### config.mk
export PLATFORM = sky130hd
export DESIGN_NAME = clock_step_ctrl_flat
export DESIGN_NICKNAME = d
export VERILOG_FILES = /design/src/rtl/clock_step_ctrl_pkg.sv /design/src/rtl/clock_step_ctrl_if.sv /design/src/rtl/clock_step_ctrl_debouncer.sv /design/src/rtl/clock_step_ctrl.sv /design/src/flat_wrapper.sv
export SDC_FILE = /design/constraint.sdc
export NUM_CORES = 1
export LEC_CHECK = 0
export ABC_AREA = 1
export ABC_CLOCK_PERIOD_IN_PS = 2700
export BUFFER_PORTS_ARGS = -buffer_cell sky130_fd_sc_hd__buf_2
export CAP_MARGIN = 30
export CORE_ASPECT_RATIO = 1.1
export CORE_MARGIN = 2
export CORE_UTILIZATION = 40
export DETAILED_ROUTE_END_ITERATION = 10
export GPL_ROUTABILITY_DRIVEN = 0
export PLACE_DENSITY_LB_ADDON = 0.2
export REMOVE_ABC_BUFFERS = 1
export SYNTH_ARGS = -nofsm -noshare
export SYNTH_HDL_FRONTEND = slang
export SYNTH_SLANG_ARGS = --single-unit
### constraint.sdc
create_clock -name clk -period 2.7 [get_ports clk]
set_input_delay 0.54 -clock clk [delete_from_list [all_inputs] [get_ports clk]]
set_output_delay 0.54 -clock clk [all_outputs]
set_load 0.1 [all_outputs]
### src/rtl/clock_step_ctrl_pkg.sv
// Shared types and constants for the TD4 clock/step controller.
package td4_pkg;

  typedef enum logic [1:0] {
    HALT = 2'd0,
    RUN  = 2'd1,
    STEP = 2'd2
  } run_state_t;

  typedef logic [1:0] speed_t;

  localparam int unsigned STEP_CNT_W = 16;

  function automatic int unsigned max4(input int unsigned a, input int unsigned b,
                                       input int unsigned c, input int unsigned d);
    int unsigned m;
    m = a;
    if (b > m) m = b;
    if (c > m) m = c;
    if (d > m) m = d;
    return m;
  endfunction

endpackage

### src/rtl/clock_step_ctrl_if.sv
// Operator buttons, speed/halt controls and CPU-advance outputs of the step controller.
interface clock_step_ctrl_if;
  import td4_pkg::*;

  logic                  btn_run;
  logic                  btn_step;
  speed_t                speed_sel;
  logic                  halt_req;
  logic                  cpu_en;
  logic                  running;
  logic [STEP_CNT_W-1:0] step_cnt;

  modport master (
    output btn_run, btn_step, speed_sel, halt_req,
    input  cpu_en, running, step_cnt
  );

  modport slave (
    input  btn_run, btn_step, speed_sel, halt_req,
    output cpu_en, running, step_cnt
  );

endinterface

### src/rtl/clock_step_ctrl_debouncer.sv
// Synchronises and debounces one raw button; emits a one-cycle pulse per accepted press.
module button_debouncer #(
  parameter int unsigned DEBOUNCE_CYCLES = 1_000_000
) (
  input  logic clk,
  input  logic rst,
  input  logic btn_raw,
  output logic btn_level,
  output logic btn_press
);

  localparam int unsigned CNT_W = $clog2(DEBOUNCE_CYCLES);
  localparam logic [CNT_W-1:0] CNT_LAST = CNT_W'(DEBOUNCE_CYCLES - 1);

  logic             r_sync1;
  logic             r_sync2;
  logic             r_level;
  logic             r_level_d;
  logic             r_press;
  logic [CNT_W-1:0] r_cnt;

  always_ff @(posedge clk) begin
    if (rst) begin
      r_sync1   <= 1'b0;
      r_sync2   <= 1'b0;
      r_level   <= 1'b0;
      r_level_d <= 1'b0;
      r_press   <= 1'b0;
      r_cnt     <= '0;
    end else begin
      r_sync1 <= btn_raw;
      r_sync2 <= r_sync1;
      // Any return to the accepted level restarts the stability window.
      if (r_sync2 != r_level) begin
        if (r_cnt == CNT_LAST) begin
          r_level <= r_sync2;
          r_cnt   <= '0;
        end else begin
          r_cnt <= r_cnt + CNT_W'(1);
        end
      end else begin
        r_cnt <= '0;
      end
      r_level_d <= r_level;
      r_press   <= r_level & ~r_level_d;
    end
  end

  assign btn_level = r_level;
  assign btn_press = r_press;

endmodule

### src/rtl/clock_step_ctrl.sv
// Generates the TD4 cpu_en strobe: free-run at a selectable ratio, halt, or single-step.
module clock_step_ctrl
  import td4_pkg::*;
#(
  parameter int unsigned DEBOUNCE_CYCLES = 1_000_000,
  parameter int unsigned RATIO_0         = 100_000_000,
  parameter int unsigned RATIO_1         = 10_000_000,
  parameter int unsigned RATIO_2         = 1_000_000,
  parameter int unsigned RATIO_3         = 1
) (
  input  logic             clk,
  input  logic             rst,
  clock_step_ctrl_if.slave bus
);

  localparam int unsigned MAX_RATIO = max4(RATIO_0, RATIO_1, RATIO_2, RATIO_3);
  localparam int unsigned DIV_W     = (MAX_RATIO > 1) ? $clog2(MAX_RATIO) : 1;

  run_state_t            r_state;
  run_state_t            w_next;
  logic                  w_run_press;
  logic                  w_step_press;
  logic                  w_run_level;
  logic                  w_step_level;
  logic                  w_unused_levels;
  logic [DIV_W-1:0]      r_div;
  logic [DIV_W-1:0]      w_div_next;
  logic [DIV_W-1:0]      w_last;
  speed_t                r_speed;
  logic                  w_speed_chg;
  logic                  r_cpu_en;
  logic                  w_cpu_en_next;
  logic                  r_running;
  logic [STEP_CNT_W-1:0] r_step_cnt;

  button_debouncer #(.DEBOUNCE_CYCLES(DEBOUNCE_CYCLES)) u_run_db (
    .clk       (clk),
    .rst       (rst),
    .btn_raw   (bus.btn_run),
    .btn_level (w_run_level),
    .btn_press (w_run_press)
  );

  button_debouncer #(.DEBOUNCE_CYCLES(DEBOUNCE_CYCLES)) u_step_db (
    .clk       (clk),
    .rst       (rst),
    .btn_raw   (bus.btn_step),
    .btn_level (w_step_level),
    .btn_press (w_step_press)
  );

  assign w_unused_levels = w_run_level ^ w_step_level;

  always_comb begin
    w_last = DIV_W'(RATIO_0 - 1);
    case (bus.speed_sel)
      2'd0:    w_last = DIV_W'(RATIO_0 - 1);
      2'd1:    w_last = DIV_W'(RATIO_1 - 1);
      2'd2:    w_last = DIV_W'(RATIO_2 - 1);
      default: w_last = DIV_W'(RATIO_3 - 1);
    endcase
  end

  always_comb begin
    w_next = r_state;
    if (bus.halt_req) begin
      w_next = HALT;
    end else begin
      case (r_state)
        HALT: begin
          if (w_run_press)       w_next = RUN;
          else if (w_step_press) w_next = STEP;
        end
        RUN:     if (w_run_press) w_next = HALT;
        STEP:    w_next = HALT;
        default: w_next = HALT;
      endcase
    end
  end

  // Divider only advances while staying in RUN at an unchanged speed; otherwise it restarts at 0.
  always_comb begin
    w_speed_chg   = (bus.speed_sel != r_speed);
    w_div_next    = '0;
    w_cpu_en_next = 1'b0;
    if (w_next == STEP) begin
      w_cpu_en_next = 1'b1;
    end else if ((r_state == RUN) && (w_next == RUN) && !w_speed_chg) begin
      if (r_div == w_last) w_cpu_en_next = 1'b1;
      else                 w_div_next    = r_div + DIV_W'(1);
    end
  end

  always_ff @(posedge clk) begin
    if (rst) begin
      r_state    <= HALT;
      r_div      <= '0;
      r_speed    <= '0;
      r_cpu_en   <= 1'b0;
      r_running  <= 1'b0;
      r_step_cnt <= '0;
    end else begin
      r_state    <= w_next;
      r_div      <= w_div_next;
      r_speed    <= bus.speed_sel;
      r_cpu_en   <= w_cpu_en_next;
      r_running  <= (w_next == RUN);
      r_step_cnt <= r_step_cnt + STEP_CNT_W'(w_cpu_en_next);
    end
  end

  assign bus.cpu_en   = r_cpu_en;
  assign bus.running  = r_running;
  assign bus.step_cnt = r_step_cnt;

endmodule

### src/flat_wrapper.sv
// flat-port wrapper written by rule: the top's interface ports become plain ports
module clock_step_ctrl_flat import td4_pkg::*;
#(
  parameter int unsigned DEBOUNCE_CYCLES = 1_000_000,
  parameter int unsigned RATIO_0         = 100_000_000,
  parameter int unsigned RATIO_1         = 10_000_000,
  parameter int unsigned RATIO_2         = 1_000_000,
  parameter int unsigned RATIO_3         = 1
)
  (clk, rst, bus_btn_run, bus_btn_step, bus_speed_sel, bus_halt_req, bus_cpu_en, bus_running, bus_step_cnt);
  clock_step_ctrl_if bus_i ();
  input  logic clk;
  input  logic rst;
  input wire logic [$bits(bus_i.btn_run)-1:0] bus_btn_run;
  input wire logic [$bits(bus_i.btn_step)-1:0] bus_btn_step;
  input wire logic [$bits(bus_i.speed_sel)-1:0] bus_speed_sel;
  input wire logic [$bits(bus_i.halt_req)-1:0] bus_halt_req;
  output wire logic [$bits(bus_i.cpu_en)-1:0] bus_cpu_en;
  output wire logic [$bits(bus_i.running)-1:0] bus_running;
  output wire logic [$bits(bus_i.step_cnt)-1:0] bus_step_cnt;
  assign bus_i.btn_run = bus_btn_run;
  assign bus_i.btn_step = bus_btn_step;
  assign bus_i.speed_sel = bus_speed_sel;
  assign bus_i.halt_req = bus_halt_req;
  assign bus_cpu_en = bus_i.cpu_en;
  assign bus_running = bus_i.running;
  assign bus_step_cnt = bus_i.step_cnt;
  clock_step_ctrl #(.DEBOUNCE_CYCLES(DEBOUNCE_CYCLES), .RATIO_0(RATIO_0), .RATIO_1(RATIO_1), .RATIO_2(RATIO_2), .RATIO_3(RATIO_3)) u_core (.clk(clk), .rst(rst), .bus(bus_i));
endmodule
Word level (Yosys, flattened, before mapping)
Cells that the tools add are included.
{"block": "word_totals", "regBits": 99, "in_bits": 7, "out_inout_bits": 18, "word_cells": 59}
{"block": "op_classes", "add_sub_neg": 4, "eq_ne": 11, "n_mux": 9, "bitwise": 7, "n_reduce_logical": 10}
{"operator": "case mux 27 bit (3 select lines)", "count": 1}
{"operator": "adder 20 x 1 -> 20 bit (second input constant)", "count": 2}
{"operator": "== test 20 bit (second input constant)", "count": 2}
{"operator": "adder 27 x 1 -> 27 bit (second input constant)", "count": 1}
{"operator": "== test 27 bit", "count": 1}
{"operator": "adder 16 x 1 -> 16 bit", "count": 1}
{"operator": "2-to-1 mux 2 bit", "count": 4}
{"operator": "== test 2 x 1 -> 1 bit (second input constant)", "count": 3}
{"operator": "OR reduction 3 bit", "count": 2}
{"operator": "NOT 1 bit", "count": 5}
{"operator": "== test 2 bit (second input constant)", "count": 2}
{"operator": "logical NOT 2 bit", "count": 2}
{"operator": "case mux 2 bit (2 select lines)", "count": 1}
{"operator": "AND reduction 2 bit", "count": 2}
{"operator": "OR reduction 4 bit", "count": 1}
{"operator": "2-to-1 mux 1 bit", "count": 3}
{"operator": "bitwise AND 1 bit", "count": 2}
{"operator": "logical AND 1 bit", "count": 2}
{"operator": "!= test 1 bit", "count": 2}
{"operator": "!= test 2 bit", "count": 1}
{"operator": "logical NOT 1 bit", "count": 1}

Logic depth before layout (Yosys ltp)
Gate-level depths: netlist (run 1).
{"block": "depth", "ltp_word": 10, "ltp_mapped": 22, "depth_no_buf": 21}

Cells and area by module
From an unflattened synthesis (run 1), not the netlist that was laid out.
{"block": "unflattened", "cells_unflattened": 718, "area_unflattened_um2": 5176.2}
{"mod": "clock_step_ctrl", "n_inst": 1, "cells_each": 388, "area_per_inst_um2": 2726.4, "seq_area_each_um2": 980.9}
{"mod": "button_debouncer", "n_inst": 2, "cells_each": 165, "area_per_inst_um2": 1224.9, "seq_area_each_um2": 500.5}

Worst setup path before layout (run 1)
OpenSTA, ideal clock, no wires.
{"block": "synth_path", "path_kind": "input port to flip-flop", "startpoint": "input port bus_speed_sel[0]", "endpoint": "register u_core.r_step_cnt[12] (netlist: u_core.bus.step_cnt[12])", "setup_ns": 0.123, "t_arrival_ns": 2.867, "t_required_ns": 2.577, "path_slack_ns": -0.290, "stages": 21, "path_buffers": 1, "cell_sequence": "inv_1 -> ha_1 -> buf_2 -> nor2_1 -> nand2_1 -> nand2_1 -> nand2_1 -> nor2_1 -> nand2_1 -> nor2_2 -> nand3_1 -> nand2_1 -> ha_1 -> ha_1 -> nand2_1 -> nor2_1 -> nand4_1 -> nor2_1 -> nand3_1 -> o21ai_0 -> a21oi_1"}
{"block": "synth_between", "elab_chain_len": 7, "elab_cells_between_ends": 12, "classes_between": "add/sub: 1; eq/ne: 4; mux: 4; reduce/logical: 3"}
{"item": "from (decl)", "line": "flat_wrapper.sv:16", "text": "input wire logic [$bits(bus_i.speed_sel)-1:0] bus_speed_sel;"}
{"item": "== test 2 bit, or another cell as far along", "line": "clock_step_ctrl.sv:56", "text": "case (bus.speed_sel)"}
{"item": "case mux 27 bit (3 select lines)", "line": "clock_step_ctrl.sv:56"}
{"item": "== test 27 bit", "line": "clock_step_ctrl.sv:89", "text": "if (r_div == w_last) w_cpu_en_next = 1'b1;"}
{"item": "2-to-1 mux 1 bit", "line": "clock_step_ctrl.sv:89"}
{"item": "2-to-1 mux 1 bit (*)", "line": "clock_step_ctrl.sv:88", "text": "end else if ((r_state == RUN) && (w_next == RUN) && !w_speed_chg) begin"}
{"item": "2-to-1 mux 1 bit (*)", "line": "clock_step_ctrl.sv:86", "text": "if (w_next == STEP) begin"}
{"item": "via u_core.w_cpu_en_next", "line": "clock_step_ctrl.sv:32", "text": "logic w_cpu_en_next;"}
{"item": "adder 16 x 1 -> 16 bit (*)", "line": "clock_step_ctrl.sv:108", "text": "r_step_cnt <= r_step_cnt + STEP_CNT_W'(w_cpu_en_next);"}
{"item": "to (signal assigned)", "line": "clock_step_ctrl.sv:108"}
{"item": "to (decl)", "line": "clock_step_ctrl.sv:34", "text": "logic [STEP_CNT_W-1:0] r_step_cnt;"}
The timed path passes the listed nets; every way through them passes the cells marked *.
A chain may end at the register's enable or synchronous reset.

Worst setup path after layout (run 1)
{"block": "layout_path", "startpoint": "input port bus_speed_sel[0]", "endpoint": "register u_core.r_step_cnt[10] (netlist: u_core.bus.step_cnt[10])"}
The elaborated chain is that of the path after synthesis.

==> impl_metrics.ini, run 1 <==
[timing]
worst_pin_slew_ps = 705
finalSetupViolCount = 0
tns_ps = 0
rsz0062_at_grt = true
finalWorstSetupSlack_ps = 116
fmax_ghz = 0.387
finalCritPeriodShare_pct = 95.7
skew_ps = 6.80
relSlewSlack_pct = 52.9
slew_violations = 0
fin_crit_ps = 2580
hold_viol = 0

[yosys]
synth-edff-count = 0
synth_top_flop_cell = dfxtp_1
synth_cell_types = 41
synth_top_cells_by_count = 137 x nand2_1, 117 x nor2_1, 99 x dfxtp_1, 91 x inv_1, 50 x nand3_1
syn_area_um2 = 4980
syn_inst = 701
yosys.area.top_type = dfxtp_1
async_reset_ff_share_pct = 0
ys_seq_elements = 99
synth-warning-count = 0
synth_top_area_share_pct = 39.8
synth_area_leaders = dfxtp_1 40%, nand2_1 10%, nor2_1 8.8%
ys_seq_area_share_pct = 39.8
avgSynthCellArea_um2 = 7.10
synth.most_common_cell = nand2_1

[die]
die_y_um = 121
io_pins = 25
rows = 42
design.core.area_um2 = 12100
die_area_um2 = 13300
die_w_um = 110
initial_core_util_pct = 41.2

[placement]
place_inst = 890
dp_slack_ps = -459
port_buffers = 24
dpl.hpwl_um = 7880

[worst_setup_path]
crit_type = in2reg
ff2ff_path_depth = 17
crit_path_cell_trace = buf_6, buf_8, ha_4, buf_4, buf_4, nand2_1, nand3_1, nor2_4, nand3_2, nand2_2, ha_4, ha_4, nand2_2, nor2_4, nand4_1, nor2_2, buf_4, a21oi_1, o21a_1
r2r-start = u_core.r_div[16]$_SDFF_PP0_
critPathMaxStageDelay_ps = 170
cp-start-kind = input port
crit_arrival_ps = 2830
r2r_slack_ps = 250
critPathMaxFanout = 7
r2r_end = u_core.bus.step_cnt[10]$_SDFF_PP0_
worst_ep_required_time_ps = 2940
cp-end-kind = flop
cpMaxStageDelayCell = ha_4

[min_path]
hold_path_class = in2reg
worstHoldPathCells = 3
holdPathEnd = u_core.u_run_db.r_sync1$_SDFF_PP0_
hp-start = bus_btn_run

[cells_and_area]
num_antenna_cells = 0
n_fill_cell = 1225
instances_no_fill = 912
finalNetCount = 770
drive_gt1_share_pct = 17.4
syn_to_final_growth_pct = 17.9

[run_status]
outcome = finished, final reports clean

[clock_network]
clkSinkCount = 99
clk_pin_slew_ps = 70
clk_path_buf_depth = 2
cts_made_buffers = 9
clockRootBuffer = clkbuf_16
hold_buffers = 0
htreeDepth = 3
clock_latency_ps = 350
tritoncts = done

[routing]
firstDrtPassIters = 4
drt.antenna.violating_nets = 0
initialDrtViolationCount = 244
drt_wl_total_um = 10800
vias_per_cell = 4.89
post_drt_wl_per_cell_um = 11.9
num_vias = 4457
drc_errors = 0

[global_route]
grt_pass1_vias = 4356
grt_pass1_wl_um = 18700
antenna_found_initial = 0
groute.usage.overall_pct = 17.5
overflow = 0
grt_max_degree = 25

[power_and_ir_drop]
p_leak_nw = 2.22
ir_worst_vdd_mv = 0.476
sequentialPowerShare_pct = 51.8
switching_share_pct = 23.7
pwr-share-comb_pct = 3.7
p_sw_mw = 0.671
p_per_area_nw_per_um2 = 483
internal_power_mw = 2.16
total_power_mw = 2.83
clkPwrFrac_pct = 44.5

[job]
max_cap_violations = 0
## kinds of logic (layout without fill, tap and decap cells)
family | count (synthesis) | in the layout | synth area share [%]
compound gates | 61 | 61 | 6.94
xor+xnor | 27 | 27 | 4.75
fa+ha+maj | 10 | 10 | 2.51
buf+inv | 106 | 163 | 8.67
flops | 99 | 99 | 39.8
simple gates | 398 | 398 | 37.3
## stage by stage
stage               hold WS [ps]  utilization, %  cell area, um2
floorplan                    373               -            4900
global placement             380            44.5            5380
detailed placement           383            44.5            5380
CTS                          373            47.0            5680
global route                 385            48.6            5870
finish                       384            48.6            5870
## how the worst max path moves through the flow
stage / from / to / slack, ps / depth (start not counted)
after global placement: bus_speed_sel[0] / u_core.bus.step_cnt[12]$_SDFF_PP0_ / -350 / 19
after floorplan: bus_speed_sel[0] / u_core.bus.step_cnt[12]$_SDFF_PP0_ / -280 / 20
final: bus_speed_sel[0] / u_core.bus.step_cnt[10]$_SDFF_PP0_ / 120 / 19
after global routing: bus_speed_sel[0] / u_core.bus.step_cnt[15]$_SDFF_PP0_ / -20 / 22
after CTS: bus_speed_sel[0] / u_core.bus.step_cnt[12]$_SDFF_PP0_ / 10 / 21
after detailed placement: bus_speed_sel[0] / u_core.bus.step_cnt[12]$_SDFF_PP0_ / -460 / 20
## area by class of cell
class / instances / area [um2] / share of cell area [%]
clock inverters: 7 / 66.3 / 1.13
repair buffers: 53 / 365 / 6.23
clock buffers: 9 / 225 / 3.84
well taps: 154 / 193 / 3.28
multi-input cells: 496 / 2680 / 45.7
inverters: 94 / 355 / 6.06
flip-flops and latches: 99 / 1980 / 33.8
## state kept, by name (all words and copies together) (netlist names)
register / cells
u_core.r_speed: 2
u_core.u_step_db.btn_level: 1
u_core.u_run_db.btn_press: 1
u_core.u_run_db.r_level_d: 1
u_core.r_state: 2
u_core.u_step_db.r_sync2: 1
u_core.bus.step_cnt: 16
u_core.u_run_db.r_sync1: 1
u_core.u_run_db.r_cnt: 20
u_core.r_div: 27
u_core.bus.running: 1
u_core.u_step_db.r_level_d: 1
u_core.u_step_db.r_sync1: 1
u_core.bus.cpu_en: 1
u_core.u_run_db.r_sync2: 1
u_core.u_step_db.btn_press: 1
u_core.u_step_db.r_cnt: 20
u_core.u_run_db.btn_level: 1
## per-layer routing
layer / part of all wire [%] / track usage, % / vias to the layer above
li1: - / - / 2341
met1: 46 / 21.2 / 2041
met2: 48 / 29.5 / 61
met3: 3.4 / 4.56 / 14
met4: 2.0 / 6.64 / 0
met5: 0 / 0 / -
## worst max-delay path, delay by kind of cell
kind	cells	cell delay, ps
AND/OR/NAND/NOR	9	1050
buffers and inverters	5	620
adder cells (fa/ha/maj)	3	450
AO/OA/AOI/OAI	2	170
## placed cells by master (no fill, tap or decap), drive strengths merged, types with 4 or more instances in the layout
cell / instances
a21oi: 41
buf: 53
clkbuf: 9
dfxtp: 99
ha: 10
inv: 99
nand2: 140
nand3: 53
nand3b: 4
nand4: 16
nor2: 127
nor3: 37
nor3b: 4
nor4: 6
o21ai: 17
or2: 8
xnor2: 9
xor2: 18
## timing repair
action | CTS | global route
pin swaps | 0 | 19
buffers inserted | 0 | 6
endpoints found under the setup margin | 4 | 10
gates resized for setup | 2 | 38
## power by group through the flow
stage	registers, mW	clock network (mW)	logic (mW)
after detailed placement	1.50	0	0.0839
after floorplan	1.50	0	0.0443
final	1.47	1.26	0.104
after global routing	1.47	1.36	0.116
after global placement	1.50	0	0.0826
after CTS	1.47	1.31	0.0850
(Power assumes the default switching activity.)
==> inputs of run 2 (changes only) <==
MAX_ROUTING_LAYER = met4   (was default)
==> run 2 against run 1 <==
  * Sequential power about the same
  * Critical path depth is the same
  * Global-route usage up 0.52 points
  * Wire length barely moved
==> impl_metrics.ini, run 2 (synthesis results as in run 1) <==
[routing]
drc_errors = 0
drt.antenna.violating_nets = 0
initialDrtViolationCount = 278
vias_per_cell = 4.89
firstDrtPassIters = 5
post_drt_wl_per_cell_um = 11.9
drt_wl_total_um = 10800
num_vias = 4465

[cells_and_area]
instances_no_fill = 913
num_antenna_cells = 0
syn_to_final_growth_pct = 18.0
n_fill_cell = 1227
reg_top3 = u_core.r_div: 27 flops, u_core.u_run_db.r_cnt: 20 flops, u_core.u_step_db.r_cnt: 20 flops
finalNetCount = 771
final_common_cell = nand2_1
final_cell_mix = 133 x nand2_1, 112 x nor2_1, 99 x dfxtp_1
largest_reg_flops = 27
regMostFlops = u_core.r_div
utilization_pct = 48.6
drive_gt1_share_pct = 17.5
fin_area_um2 = 5870

[timing]
finalSetupViolCount = 0
worst_pin_slew_ps = 706
skew_ps = 7.64
hold_viol = 0
finalWorstSetupSlack_ps = 81.8
slew_violations = 0
tns_ps = 0
relSlewSlack_pct = 52.8
finalCritPeriodShare_pct = 97.0
fmax_ghz = 0.382
fin_crit_ps = 2620

[worst_setup_path]
cp-startpoint = bus_speed_sel[1]
endpoint = u_core.bus.step_cnt[10]$_SDFF_PP0_
critPathMaxFanout = 3
cp-start-kind = input port
cp-end-kind = flop
r2r_end = u_core.bus.step_cnt[10]$_SDFF_PP0_
ff2ff_path_depth = 17
r2r-start = u_core.r_div[16]$_SDFF_PP0_
r2r_slack_ps = 220
crit_type = in2reg
crit_arrival_ps = 2860
worst_ep_required_time_ps = 2940

[die]
io_pins = 25
initial_core_util_pct = 41.2
die_area_um2 = 13300
design.core.area_um2 = 12100
die_w_um = 110
die_y_um = 121
rows = 42

[clock_network]
clkSinkCount = 99
clk_path_buf_depth = 2
clock_latency_ps = 350
cts_made_buffers = 9
htreeDepth = 3
clk_pin_slew_ps = 70
tritoncts = done
clockRootBuffer = clkbuf_16

[placement]
dp_slack_ps = -459
dpl.hpwl_um = 7880
postPlaceCellArea_um2 = 5380
port_buffers = 24
place_inst = 890

[global_route]
overflow = 0
antenna_found_initial = 0
grt_pass1_vias = 4350
grt_max_degree = 25
grt_pass1_wl_um = 18700
groute.usage.overall_pct = 18.0

[power_and_ir_drop]
ir_worst_vdd_mv = 0.474
switching_share_pct = 23.6
pwr-share-comb_pct = 3.7
sequentialPowerShare_pct = 51.9
p_per_area_nw_per_um2 = 481
internal_power_mw = 2.16
p_sw_mw = 0.666
p_leak_nw = 2.22
clkPwrFrac_pct = 44.5

[min_path]
hold_path_class = in2reg

[run_status]
outcome = finished, final reports clean

[job]
max_cap_violations = 0
[run 2: cell count changes in the layout (fill, tap and decap cells not counted), sizes merged]
cell	before	now
buf	53	54
[run 2: how the worst min path moves through the flow]
stage | startpoint | to | slack (ps) | depth (start not counted)
2_1_floorplan | u_core.u_step_db.r_level_d$_SDFF_PP0_ | u_core.u_step_db.btn_press$_SDFF_PP0_ | 370 | 1
3_3_place_gp | u_core.u_step_db.r_level_d$_SDFF_PP0_ | u_core.u_step_db.btn_press$_SDFF_PP0_ | 380 | 1
3_5_place_dp | u_core.u_run_db.r_level_d$_SDFF_PP0_ | u_core.u_run_db.btn_press$_SDFF_PP0_ | 380 | 1
4_1_cts | bus_btn_run | u_core.u_run_db.r_sync1$_SDFF_PP0_ | 370 | 3
5_1_grt | bus_btn_run | u_core.u_run_db.r_sync1$_SDFF_PP0_ | 380 | 3
6_report | bus_btn_run | u_core.u_run_db.r_sync1$_SDFF_PP0_ | 390 | 3
[run 2: final cells by class]
| cell class | instances | area [um2] | area share (%) |
|---|---|---|---|
| Clock buffer | 9 | 225 | 3.84 |
| Clock inverter | 7 | 66.3 | 1.13 |
| Inverter | 94 | 355 | 6.05 |
| Multi-Input combinational cell | 496 | 2680 | 45.7 |
| Sequential cell | 99 | 1980 | 33.8 |
| Tap cell | 154 | 193 | 3.28 |
| Timing Repair Buffer | 54 | 369 | 6.29 |
[run 2: metrics by stage]
stage / power [mW] / hold slack, ps
after detailed placement: 1.58 / 383
after global routing: 2.95 / 383
after floorplan: 1.54 / 373
after CTS: 2.86 / 373
after global placement: 1.58 / 380
final: 2.83 / 387
[run 2: repair_timing]
| item | CTS | global route |
|---|---|---|
| endpoints found under the setup margin | 4 | 10 |
| gates resized for setup | 2 | 37 |
| pin swaps | 0 | 19 |
| cloned | 0 | 0 |
| hold buffers | 0 | 0 |
| buffers inserted | 0 | 7 |
[run 2: metal layers]
metal	vias up	wire, um	part of all wire, %	GRT usage, %
li1	2347	-	-	-
met1	2041	5070	47	21.4
met2	66	5270	49	29.4
met3	11	326	3.0	4.56
met4	0	171	1.6	6.64
met5	-	0	0	-
[run 2: worst max-delay path: stages]
cell and delay [ps]:
buf_6 100, buf_4 140, ha_4 170, buf_4 130, buf_4 130, nand2_1 80, nand3_1 130, nor2_4 130
nand3_2 90, nand2_2 90, ha_4 150, ha_4 130, nand2_2 70, nor2_4 130, nand4_1 160, nor2_2 180
buf_4 130, a21oi_1 50, o21a_1 120
[run 2: power by group through the flow]
stage          sequential [mW]  combinational (mW)  clock (mW)
2_1_floorplan             1.50              0.0443           0
3_3_place_gp              1.50              0.0826           0
3_5_place_dp              1.50              0.0839           0
4_1_cts                   1.47              0.0850        1.31
5_1_grt                   1.47               0.116        1.37
6_report                  1.47               0.104        1.26
==> inputs of run 3 (changes only) <==
CORE_UTILIZATION = 55   (was 40)
==> run 3 against run 2 <==
  * Utilization rose by 16 points
  * Global-route usage rose by 4.4 points
  * Clock skew grew 8.0 ps
  * Sequential share of layout area grew 0.76 points
  * Sequential cell count stayed put
  * Die area down 26%
  * Power fell by 9.4%
  * Combinational power grew 6%
  * First-iteration DRC count fell by 29%
  * Largest cell class unchanged
==> impl_metrics.ini, run 3 (synthesis results as in run 1) <==
[clock_network]
tritoncts = done
cts_made_buffers = 9
clkSinkCount = 99
clk_pin_slew_ps = 100
clock_latency_ps = 370
clockRootBuffer = clkbuf_8
clk_path_buf_depth = 2
htreeDepth = 3

[placement]
port_buffers = 24
postPlaceCellArea_um2 = 5360
dpl.hpwl_um = 7580

[cells_and_area]
regMostFlops = u_core.r_div
syn_to_final_growth_pct = 15.4
final_cell_mix = 132 x nand2_1, 111 x nor2_1, 99 x dfxtp_1
utilization_pct = 65.1
reg_top3 = u_core.r_div: 27 flops, u_core.u_run_db.r_cnt: 20 flops, u_core.u_step_db.r_cnt: 20 flops
final_common_cell = nand2_1
num_antenna_cells = 0
finalNetCount = 769
fin_area_um2 = 5740
largest_reg_flops = 27
drive_gt1_share_pct = 18.0

[routing]
vias_per_cell = 5.18
drc_errors = 0
num_vias = 4508
route.met3.wl_um = 417
drt.antenna.violating_nets = 0
met2RoutedLength_um = 5010
top_layer = met4
firstDrtPassIters = 5
wl_met1_um = 4810
drt_wl_total_um = 10500
initialDrtViolationCount = 197
post_drt_wl_per_cell_um = 12.0

[global_route]
groute.usage.overall_pct = 22.4
overflow = 0
antenna_found_initial = 0
grt_pass1_vias = 4252
grt_max_degree = 26
grt_pass1_wl_um = 17700

[min_path]
hold_path_class = in2reg
worstHoldPathCells = 2
hp-start = bus_halt_req
holdPathEnd = u_core.bus.running$_SDFF_PP0_

[worst_setup_path]
crit_type = in2reg
crit_arrival_ps = 2860
r2r-start = u_core.r_div[14]$_SDFF_PP0_
cp-start-kind = input port
r2r_end = u_core.bus.step_cnt[12]$_SDFF_PP0_
cp-end-kind = flop
critPathMaxFanout = 5
r2r_slack_ps = 200
ff2ff_path_depth = 17
worst_ep_required_time_ps = 2970

[power_and_ir_drop]
p_sw_mw = 0.601
ir_worst_vdd_mv = 0.347
switching_share_pct = 23.5
p_per_area_nw_per_um2 = 446
clkPwrFrac_pct = 38.4
sequentialPowerShare_pct = 57.3
pwr-share-comb_pct = 4.3
internal_power_mw = 1.96
p_leak_nw = 2.19

[die]
io_pins = 25
die_area_um2 = 9830
design.core.area_um2 = 8830
rows = 36
die_y_um = 104
die_w_um = 94.7
initial_core_util_pct = 56.4

[timing]
timing.hold.ws_ps = 350
finalSetupViolCount = 0
finalCritPeriodShare_pct = 95.6
slew_violations = 0
skew_ps = 15.7
hold_viol = 0
worst_pin_slew_ps = 669
fin_crit_ps = 2580
fmax_ghz = 0.387
relSlewSlack_pct = 55.3

[job]
max_cap_violations = 0

[run_status]
outcome = finished, final reports clean
==> run 3: cell count changes in the layout (fill, tap and decap cells not counted), sizes merged <==
cell and delta:
bufinv +1, clkinv -2, clkbuf +2, inv -1, buf -2
==> run 3: repair_timing <==
action,in CTS,in global routing
setup endpoints to repair,1,10
gates cloned,0,0
pin swaps,0,24
gates resized for setup,1,48
hold buffers,0,0
setup buffers,0,2
==> run 3: metal layers <==
| metal | vias to the layer above | GRT usage, % |
|---|---|---|
| met5 | - | - |
| met4 | 0 | 8.39 |
| met3 | 20 | 4.15 |
| met2 | 80 | 35.8 |
| met1 | 2070 | 28.0 |
| li1 | 2338 | - |
==> run 3: worst max path at each step <==
stage / from / to
floorplan: bus_speed_sel[0] / u_core.bus.step_cnt[12]$_SDFF_PP0_
global placement: bus_speed_sel[0] / u_core.bus.step_cnt[12]$_SDFF_PP0_
detailed placement: bus_speed_sel[0] / u_core.bus.step_cnt[12]$_SDFF_PP0_
CTS: bus_speed_sel[0] / u_core.bus.step_cnt[12]$_SDFF_PP0_
global route: bus_speed_sel[0] / u_core.bus.step_cnt[12]$_SDFF_PP0_
finish: bus_speed_sel[0] / u_core.bus.step_cnt[12]$_SDFF_PP0_
==> run 3: cell type report <==
cell class | instances | area [um2]
Clock buffer | 11 | 131
Clock inverter | 5 | 67.6
Fill cell | 801 | 3090
Inverter | 94 | 358
Multi-Input combinational cell | 496 | 2710
Sequential cell | 99 | 1980
Tap cell | 114 | 143
Timing Repair Buffer | 52 | 354
==> run 3: power groups by stage <==
stage                     registers (mW)  logic (mW)  clock network [mW]
after global placement              1.50      0.0851                   0
final                               1.47       0.110               0.984
after global routing                1.47       0.121                1.07
after CTS                           1.47      0.0893                1.01
after floorplan                     1.50      0.0443                   0
after detailed placement            1.50      0.0887                   0
==> run 3: metrics by stage <==
| stage | worst slack, ps | power [mW] | setup TNS, ps | instances |
|---|---|---|---|---|
| floorplan | -278 | 1.54 | -584 | 689 |
| global placement | -333 | 1.59 | -1860 | 853 |
| detailed placement | -445 | 1.59 | -2600 | 853 |
| CTS | 20.6 | 2.56 | 0 | 869 |
| global route | -87.8 | 2.66 | -125 | 871 |
| finish | 118 | 2.56 | 0 | 871 |
==> run 3: worst max-delay path, cell delays in order <==
cell and delay [ps]:
buf_6 90, buf_6 120, ha_4 150, inv_4 40, buf_4 130, nand3_2 60
nand2_1 50, nor2_1 110, nand2_1 70, nor2_2 130, nand3_2 100, nand2_2 110
ha_4 160, ha_4 140, nand2_4 60, nor2_4 120, nand4_1 150, nor2_2 210
nand3_2 110, o21ai_2 140, a21oi_1 50
